### config.mk
export PLATFORM = sky130hd
export DESIGN_NAME = motor_ramp_limiter
export DESIGN_NICKNAME = d
export VERILOG_FILES = /design/src/rtl/motor_ramp_limiter_pkg.sv /design/src/rtl/motor_ramp_limiter_ramp_channel.sv /design/src/rtl/motor_ramp_limiter.sv
export SDC_FILE = /design/constraint.sdc
export NUM_CORES = 2
export LEC_CHECK = 0
export CORE_MARGIN = 2
export CORE_UTILIZATION = 45
export DETAILED_ROUTE_END_ITERATION = 10
export PLACE_DENSITY = 0.76
export SYNTH_ARGS = -nofsm -noshare
export SYNTH_HDL_FRONTEND = slang
export SYNTH_SLANG_ARGS = --single-unit
### constraint.sdc
create_clock -name clk -period 5.45 [get_ports clk]
set_clock_uncertainty 0.1 [all_clocks]
set_input_delay 1.09 -clock clk [delete_from_list [all_inputs] [get_ports clk]]
set_output_delay 1.09 -clock clk [all_outputs]
set_load 0.02 [all_outputs]
### src/rtl/motor_ramp_limiter_pkg.sv
// Shared types, defaults and sizing helpers for the motor ramp limiter.
// Channel state encoding lives here so every file agrees on it.
package motor_ramp_limiter_pkg;

  typedef enum logic [1:0] {
    ST_IDLE  = 2'd0,
    ST_RUN   = 2'd1,
    ST_BRAKE = 2'd2,
    ST_DEAD  = 2'd3
  } ch_state_t;

  localparam int DEF_NCH = 6;
  localparam int DEF_DUTY_W = 16;
  localparam int DEF_TICK_DIV   = 1000;
  localparam int DEF_DEAD_TICKS = 50;

  // Bits needed to hold values 0..max_val (at least one bit).
  function automatic int cnt_width(input int max_val);
    int w;
    if (max_val < 1) begin
      w = 1;
    end else begin
      w = $clog2(max_val + 1);
    end
    return w;
  endfunction

  function automatic logic state_drives(input ch_state_t s);
    return (s == ST_RUN) || (s == ST_BRAKE);
  endfunction

  function automatic logic state_busy(input ch_state_t s);
    return (s == ST_BRAKE) || (s == ST_DEAD);
  endfunction

endpackage

### src/rtl/motor_ramp_limiter_ramp_channel.sv
// One motor channel: run/brake/dead-time FSM with saturating duty ramp.
// All state moves only on the shared tick; every output is a register.
module ramp_channel
  import motor_ramp_limiter_pkg::*;
#(
  parameter int DUTY_W     = DEF_DUTY_W,
  parameter int DEAD_TICKS = DEF_DEAD_TICKS
) (
  input  logic              clk,
  input  logic              reset,
  input  logic              tick,
  input  logic              cmd_on,
  input  logic              cmd_dir,
  input  logic [DUTY_W-1:0] cmd_duty,
  input  logic [DUTY_W-1:0] step,
  output logic              out_on,
  output logic              out_dir,
  output logic [DUTY_W-1:0] out_duty,
  output logic              busy
);

  localparam int CW = cnt_width(DEAD_TICKS);
  localparam logic [CW-1:0] DEAD_LOAD = CW'(DEAD_TICKS);

  ch_state_t         state_r;
  ch_state_t         state_s;
  logic [CW-1:0]     dead_r;
  logic [CW-1:0]     dead_s;
  logic [CW-1:0]     dead_dec_s;
  logic              on_s;
  logic              dir_s;
  logic              busy_s;
  logic [DUTY_W-1:0] duty_s;
  logic [DUTY_W-1:0] target_s;
  logic [DUTY_W-1:0] toward_tgt_s;
  logic [DUTY_W-1:0] toward_zero_s;
  logic [DUTY_W-1:0] launch_s;

  // Move cur toward tgt by at most stp, in one extra bit so it can never wrap.
  function automatic logic [DUTY_W-1:0] ramp_to(input logic [DUTY_W-1:0] cur,
                                                input logic [DUTY_W-1:0] tgt,
                                                input logic [DUTY_W-1:0] stp);
    logic [DUTY_W:0] c;
    logic [DUTY_W:0] t;
    logic [DUTY_W:0] s;
    logic [DUTY_W:0] d;
    logic [DUTY_W:0] r;
    c = {1'b0, cur};
    t = {1'b0, tgt};
    s = {1'b0, stp};
    d = '0;
    if (stp == '0) begin
      r = t;
    end else if (t > c) begin
      d = t - c;
      r = (s >= d) ? t : (c + s);
    end else begin
      d = c - t;
      r = (s >= d) ? t : (c - s);
    end
    return r[DUTY_W-1:0];
  endfunction

  assign target_s      = cmd_on ? cmd_duty : '0;
  assign toward_tgt_s  = ramp_to(out_duty, target_s, step);
  assign toward_zero_s = ramp_to(out_duty, '0, step);
  assign launch_s      = ramp_to('0, target_s, step);
  assign dead_dec_s    = (dead_r == '0) ? '0 : (dead_r - CW'(1));

  // Next-state and next-output decode, evaluated only on tick cycles.
  always_comb begin
    state_s = state_r;
    dead_s  = dead_r;
    dir_s   = out_dir;
    duty_s  = out_duty;
    if (tick) begin
      case (state_r)
        ST_IDLE: begin
          if (cmd_on) begin
            state_s = ST_RUN;
            dir_s   = cmd_dir;
            duty_s  = launch_s;
          end else begin
            duty_s  = '0;
          end
        end
        ST_RUN, ST_BRAKE: begin
          // A reversal must bleed duty to zero before the direction may flip.
          if (cmd_dir != out_dir) begin
            if (toward_zero_s == '0) begin
              state_s = ST_DEAD;
              dead_s  = DEAD_LOAD;
              duty_s  = '0;
            end else begin
              state_s = ST_BRAKE;
              duty_s  = toward_zero_s;
            end
          end else begin
            duty_s = toward_tgt_s;
            if (!cmd_on && (toward_tgt_s == '0)) begin
              state_s = ST_IDLE;
            end else begin
              state_s = ST_RUN;
            end
          end
        end
        ST_DEAD: begin
          // Loading 0 or 1 both give a single dead tick.
          if (dead_dec_s == '0) begin
            dead_s = '0;
            if (cmd_on) begin
              state_s = ST_RUN;
              dir_s   = cmd_dir;
              duty_s  = launch_s;
            end else begin
              state_s = ST_IDLE;
              duty_s  = '0;
            end
          end else begin
            dead_s = dead_dec_s;
            duty_s = '0;
          end
        end
        default: begin
          state_s = ST_IDLE;
          dead_s  = '0;
          duty_s  = '0;
        end
      endcase
    end else begin
      state_s = state_r;
    end
    on_s   = state_drives(state_s);
    busy_s = state_busy(state_s);
  end

  // Channel state and output registers.
  always_ff @(posedge clk or negedge reset) begin
    if (!reset) begin
      state_r  <= ST_IDLE;
      dead_r   <= '0;
      out_on   <= 1'b0;
      out_dir  <= 1'b0;
      out_duty <= '0;
      busy     <= 1'b0;
    end else begin
      state_r  <= state_s;
      dead_r   <= dead_s;
      out_on   <= on_s;
      out_dir  <= dir_s;
      out_duty <= duty_s;
      busy     <= busy_s;
    end
  end

endmodule

### src/rtl/motor_ramp_limiter.sv
// Multi-channel motor command ramp limiter: shared tick prescaler feeding
// NCH independent ramp_channel instances.
module motor_ramp_limiter
  import motor_ramp_limiter_pkg::*;
#(
  parameter int NCH        = DEF_NCH,
  parameter int DUTY_W     = DEF_DUTY_W,
  parameter int TICK_DIV   = DEF_TICK_DIV,
  parameter int DEAD_TICKS = DEF_DEAD_TICKS
) (
  input  logic                  clk,
  input  logic                  reset,
  input  logic [2*NCH-1:0]      cmd_in,
  input  logic [NCH*DUTY_W-1:0] cmd_duty,
  input  logic [DUTY_W-1:0]     step,
  output logic [2*NCH-1:0]      out_in,
  output logic [NCH*DUTY_W-1:0] out_duty,
  output logic [NCH-1:0]        busy
);

  localparam int PW = cnt_width(TICK_DIV - 1);
  localparam logic [PW-1:0] PRE_LAST = PW'(TICK_DIV - 1);

  logic [PW-1:0] pre_r;
  logic          tick_s;

  assign tick_s = (pre_r == PRE_LAST);

  // Free-running prescaler; restarts from zero on reset so the first tick lands TICK_DIV cycles out.
  always_ff @(posedge clk or negedge reset) begin
    if (!reset) begin
      pre_r <= '0;
    end else if (tick_s) begin
      pre_r <= '0;
    end else begin
      pre_r <= pre_r + PW'(1);
    end
  end

  for (genvar i = 0; i < NCH; i++) begin : g_ch
    ramp_channel #(
      .DUTY_W     (DUTY_W),
      .DEAD_TICKS (DEAD_TICKS)
    ) u_ch (
      .clk      (clk),
      .reset    (reset),
      .tick     (tick_s),
      .cmd_on   (cmd_in[2*i+1]),
      .cmd_dir  (cmd_in[2*i]),
      .cmd_duty (cmd_duty[i*DUTY_W +: DUTY_W]),
      .step     (step),
      .out_on   (out_in[2*i+1]),
      .out_dir  (out_in[2*i]),
      .out_duty (out_duty[i*DUTY_W +: DUTY_W]),
      .busy     (busy[i])
    );
  end

endmodule

==> impl_metrics.env <==
export IMPL_outcome="complete, but fails checks"
export IMPL_violations="setup timing"
export IMPL_area_delta_synth_final_pct=42.68
export IMPL_async_reset_ff_share_pct=100.0
export IMPL_die_h_um=310.4
export IMPL_synth_edff_count=0
export IMPL_power_frac_comb_pct=70.4
export IMPL_synth_area_sq_mm=0.04225
export IMPL_p_switching_uw=4149
export IMPL_hp_class="flip-flop to flip-flop"
export IMPL_drv_cap=0
export IMPL_pwr_share_clk_pct=15.3
export IMPL_timing_hold_ws_ns=0.3889
export IMPL_synth_compound_area_share_pct=32.58
export IMPL_post_route_drc_count=0
export IMPL_swShare_pct=46.72
export IMPL_cp_start_kind="input pin"
export IMPL_cp_max_fo=3
export IMPL_path_class="input pin to flip-flop"
export IMPL_synth_seq_cells=166
export IMPL_finalPower_uw=8880
export IMPL_layout_drive_gt1_share_pct=29.14
export IMPL_dieArea_sq_mm=0.09636
export IMPL_core_rowCount=112
export IMPL_syn_avg_cell_area_sq_um=7.272
export IMPL_vias_per_cell=6.327
export IMPL_setup_viol_count_final=25
export IMPL_tightest_slew_ns=1.355
export IMPL_cts_root_buf="clkbuf_16"
export IMPL_leakagePower_uw=0.02823
export IMPL_syn_inst=5810
export IMPL_r2r_slack_ns=-0.28
export IMPL_pwr_share_seq_pct=14.3
export IMPL_ant_nets=0
export IMPL_place_congestion=1.047
export IMPL_overflow=0
export IMPL_hold_viol=0
export IMPL_power_density_mw_per_mm2=147.3
export IMPL_cts_reportedPaths_clkPinSlew_ns=0.08
export IMPL_ioPinCount=240
export IMPL_synth_xor_xnor_area_share_pct=7.773
export IMPL_routedWlPerCell_um=25.66
export IMPL_wirelength_um=218200
export IMPL_end_kind="flip-flop"
export IMPL_seq_area_frac_synth_pct=9.831
export IMPL_critPathArrivalTime_ns=6.22
export IMPL_rsz0062_at_grt="true"
export IMPL_grt_usage_pct=43.20
export IMPL_grt_pass1_wl_um=314100
export IMPL_synth_nets=6700
export IMPL_slew_violations=0
export IMPL_synth_adder_area_share_pct=23.00
export IMPL_max_vdd_ir_drop_uv=266.6
export IMPL_yosys_area_share_simple_pct=19.22
export IMPL_grt_pass1_vias=51330
export IMPL_relSlewSlack_pct=9.312
export IMPL_required_ns=5.76
export IMPL_port_buffers=239
export IMPL_setup_tns_final_ns=-3.897
export IMPL_clockBufferDepth=2
export IMPL_synth_top_family_by_area="compound AO/OA/AOI/OAI gates"
export IMPL_h_tree_depth=4
export IMPL_nets=8122
export IMPL_fp_dieW_um=310.4
export IMPL_final_cells=8504
export IMPL_core_area_sq_mm=0.09319
export IMPL_worstSkewPairLatency_ns=0.56
export IMPL_tritoncts="done"
export IMPL_grt_max_degree=75
export IMPL_synth_warnings=0
export IMPL_synth_main_ff_cell="dfrtp_1"
export IMPL_min_period_ns=5.908
export IMPL_antenna_found_initial=8
export IMPL_setup_ws_ns=-0.4580
export IMPL_layout_worst_path_cycle_share_pct=108.4
export IMPL_dpl_cell_count=8319
export IMPL_clock_sinks=166
export IMPL_vias=53810
export IMPL_timing_fmax_mhz=169.3
export IMPL_start_util_pct=45.34
export IMPL_synthMuxAreaShare_pct=0.8291
export IMPL_synthDistinctLibCells=102
export IMPL_first_pass_iters=8
export IMPL_numCtsBuffers=17
export IMPL_p_int_uw=4731
export IMPL_detail_route_iter0_violations=5508
export IMPL_hpwl_um=169400
==> cells in the mapped netlist (all sizes together), types with 36 or more instances <==
cell type / number / area share [%]
a211oi: 55 / 0.98
a21o: 168 / 3.0
a21oi: 531 / 6.3
a221o: 36 / 0.85
a221oi: 52 / 1.1
a22oi: 75 / 1.3
a31oi: 49 / 0.74
and2: 49 / 0.73
buf: 54 / 0.81
clkbuf: 237 / 2.2
dfrtp: 166 / 9.8
ha: 752 / 22
inv: 424 / 3.8
nand2: 458 / 4.1
nand2b: 79 / 1.2
nand3: 132 / 1.6
nand4: 81 / 1.2
nor2: 405 / 3.6
nor2b: 80 / 1.2
nor3: 131 / 1.6
nor4: 38 / 0.56
o211ai: 57 / 1.0
o21a: 81 / 1.4
o21ai: 447 / 5.3
o21bai: 70 / 1.2
o221ai: 48 / 1.0
o22ai: 68 / 1.0
o31ai: 49 / 0.87
or3: 46 / 0.68
xnor2: 281 / 5.8
xor2: 94 / 1.9
==> sequential cells by signal (all words and copies together), names as in the netlist <==
| register | flops |
|---|---|
| g_ch.u_ch.out_dir | 6 |
| g_ch.u_ch.out_duty | 96 |
| g_ch.u_ch.out_on | 6 |
| pre_r | 10 |
| g_ch.u_ch.busy | 6 |
| g_ch.u_ch.dead_r | 36 |
| g_ch.u_ch.state_r | 6 |
==> through the flow <==
step | worst slack, ns | util [%] | cell area, sq um
CTS | -0.4614 | 62.32 | 58080
finish | -0.4580 | 64.69 | 60290
detailed placement | -1.708 | 59.93 | 55850
global placement | -1.560 | 59.93 | 55850
floorplan | -0.9729 | - | 43490
global route | -0.7385 | 64.68 | 60270
==> worst paths after layout <==
kind	startpoint	end	depth (start not counted)
min in group asynchronous	reset	g_ch[0].u_ch.dead_r[0]$_DFFE_PN0P_	1
worst max register to register	g_ch[1].u_ch.out_duty[0]$_DFFE_PN0N_	g_ch[1].u_ch.out_on$_DFF_PN0_	29
worst max-delay path	cmd_duty[16]	g_ch[1].u_ch.out_on$_DFF_PN0_	28
worst min-delay path	pre_r[0]$_DFF_PN0_	pre_r[0]$_DFF_PN0_	1
max in group asynchronous	reset	g_ch[4].u_ch.out_duty[11]$_DFFE_PN0N_	2
worst min register to register	pre_r[0]$_DFF_PN0_	pre_r[0]$_DFF_PN0_	1
==> cell usage in the layout, fill, tap and decap left out, drive strengths merged, types with 68 or more instances in the layout <==
master	Yosys	final
a22oi	75	75
inv	424	431
nor3	131	131
a21o	168	168
nand3	132	132
dfrtp	166	166
xnor2	281	281
o21a	81	81
a21oi	531	531
clkdlybuf4s50	0	169
ha	752	752
nand2	458	458
o21ai	447	447
nand4	81	81
nor2	405	405
o22ai	68	68
nand2b	79	79
xor2	94	94
nor2b	80	80
buf	54	1488
o21bai	70	70
==> critical path, cell delays in order <==
cell	delay, ns
buf_8	0.10
nand2_4	0.07
buf_4	0.11
buf_4	0.11
ha_1	0.20
inv_1	0.06
ha_1	0.19
nor2_2	0.17
o32ai_2	0.13
a32o_2	0.28
a221o_1	0.39
buf_4	0.16
xnor2_1	0.11
ha_1	0.29
a21o_1	0.18
a21oi_1	0.14
nor2b_1	0.07
a2111oi_2	0.26
o21ai_1	0.13
o211ai_1	0.15
buf_4	0.18
o21bai_2	0.08
mux2i_1	0.15
or4_4	0.57
nor4b_4	0.27
a41o_1	0.26
a32oi_2	0.14
xor2_1	0.16
==> metal layers <==
layer | vias to the layer above | part of all wire [%] | track usage [%]
met1 | 25440 | 39 | 53.06
met3 | 922 | 9.8 | 8.725
li1 | 24370 | - | -
met2 | 3065 | 43 | 67.77
met4 | 8 | 8.4 | 30.04
met5 | - | 0.026 | 0
==> final cells by class <==
type                            instances  area, sq um
Multi-Input combinational cell       4925        38510
Clock buffer                           17        425.4
Sequential cell                       166         4154
Fill cell                            8137        32900
Clock inverter                         15        155.1
Tap cell                             1254         1569
Timing Repair Buffer                 1694        13810
Inverter                              428         1647
Antenna cell                            5        12.51
==> power by group through the flow <==
| stage | Sequential, uW | Combinational [uW] | Clock [uW] |
|---|---|---|---|
| final | 1270 | 6250 | 1360 |
| after global routing | 1270 | 6660 | 1400 |
| after CTS | 1270 | 5670 | 1360 |
| after detailed placement | 1290 | 5390 | 0 |
| after global placement | 1290 | 5330 | 0 |
| after floorplan | 1310 | 3000 | 0 |
==> logic make-up after synthesis <==
logic type	after synthesis
XOR/XNOR	375
multiplexers	34
adder cells (fa/ha/maj)	771
AND/OR/NAND/NOR	1655
AO/OA/AOI/OAI	2090
flip-flops	166
buffers and inverters	719
==> what timing repair did <==
action                     in CTS  in global routing
pin swaps                     201                276
setup buffers                  80                 74
gates cloned                    1                  1
setup endpoints to repair     107                103
hold buffers                    0                  0
resized for setup             334                393
Note: power is estimated with default switching activity, not from simulation.
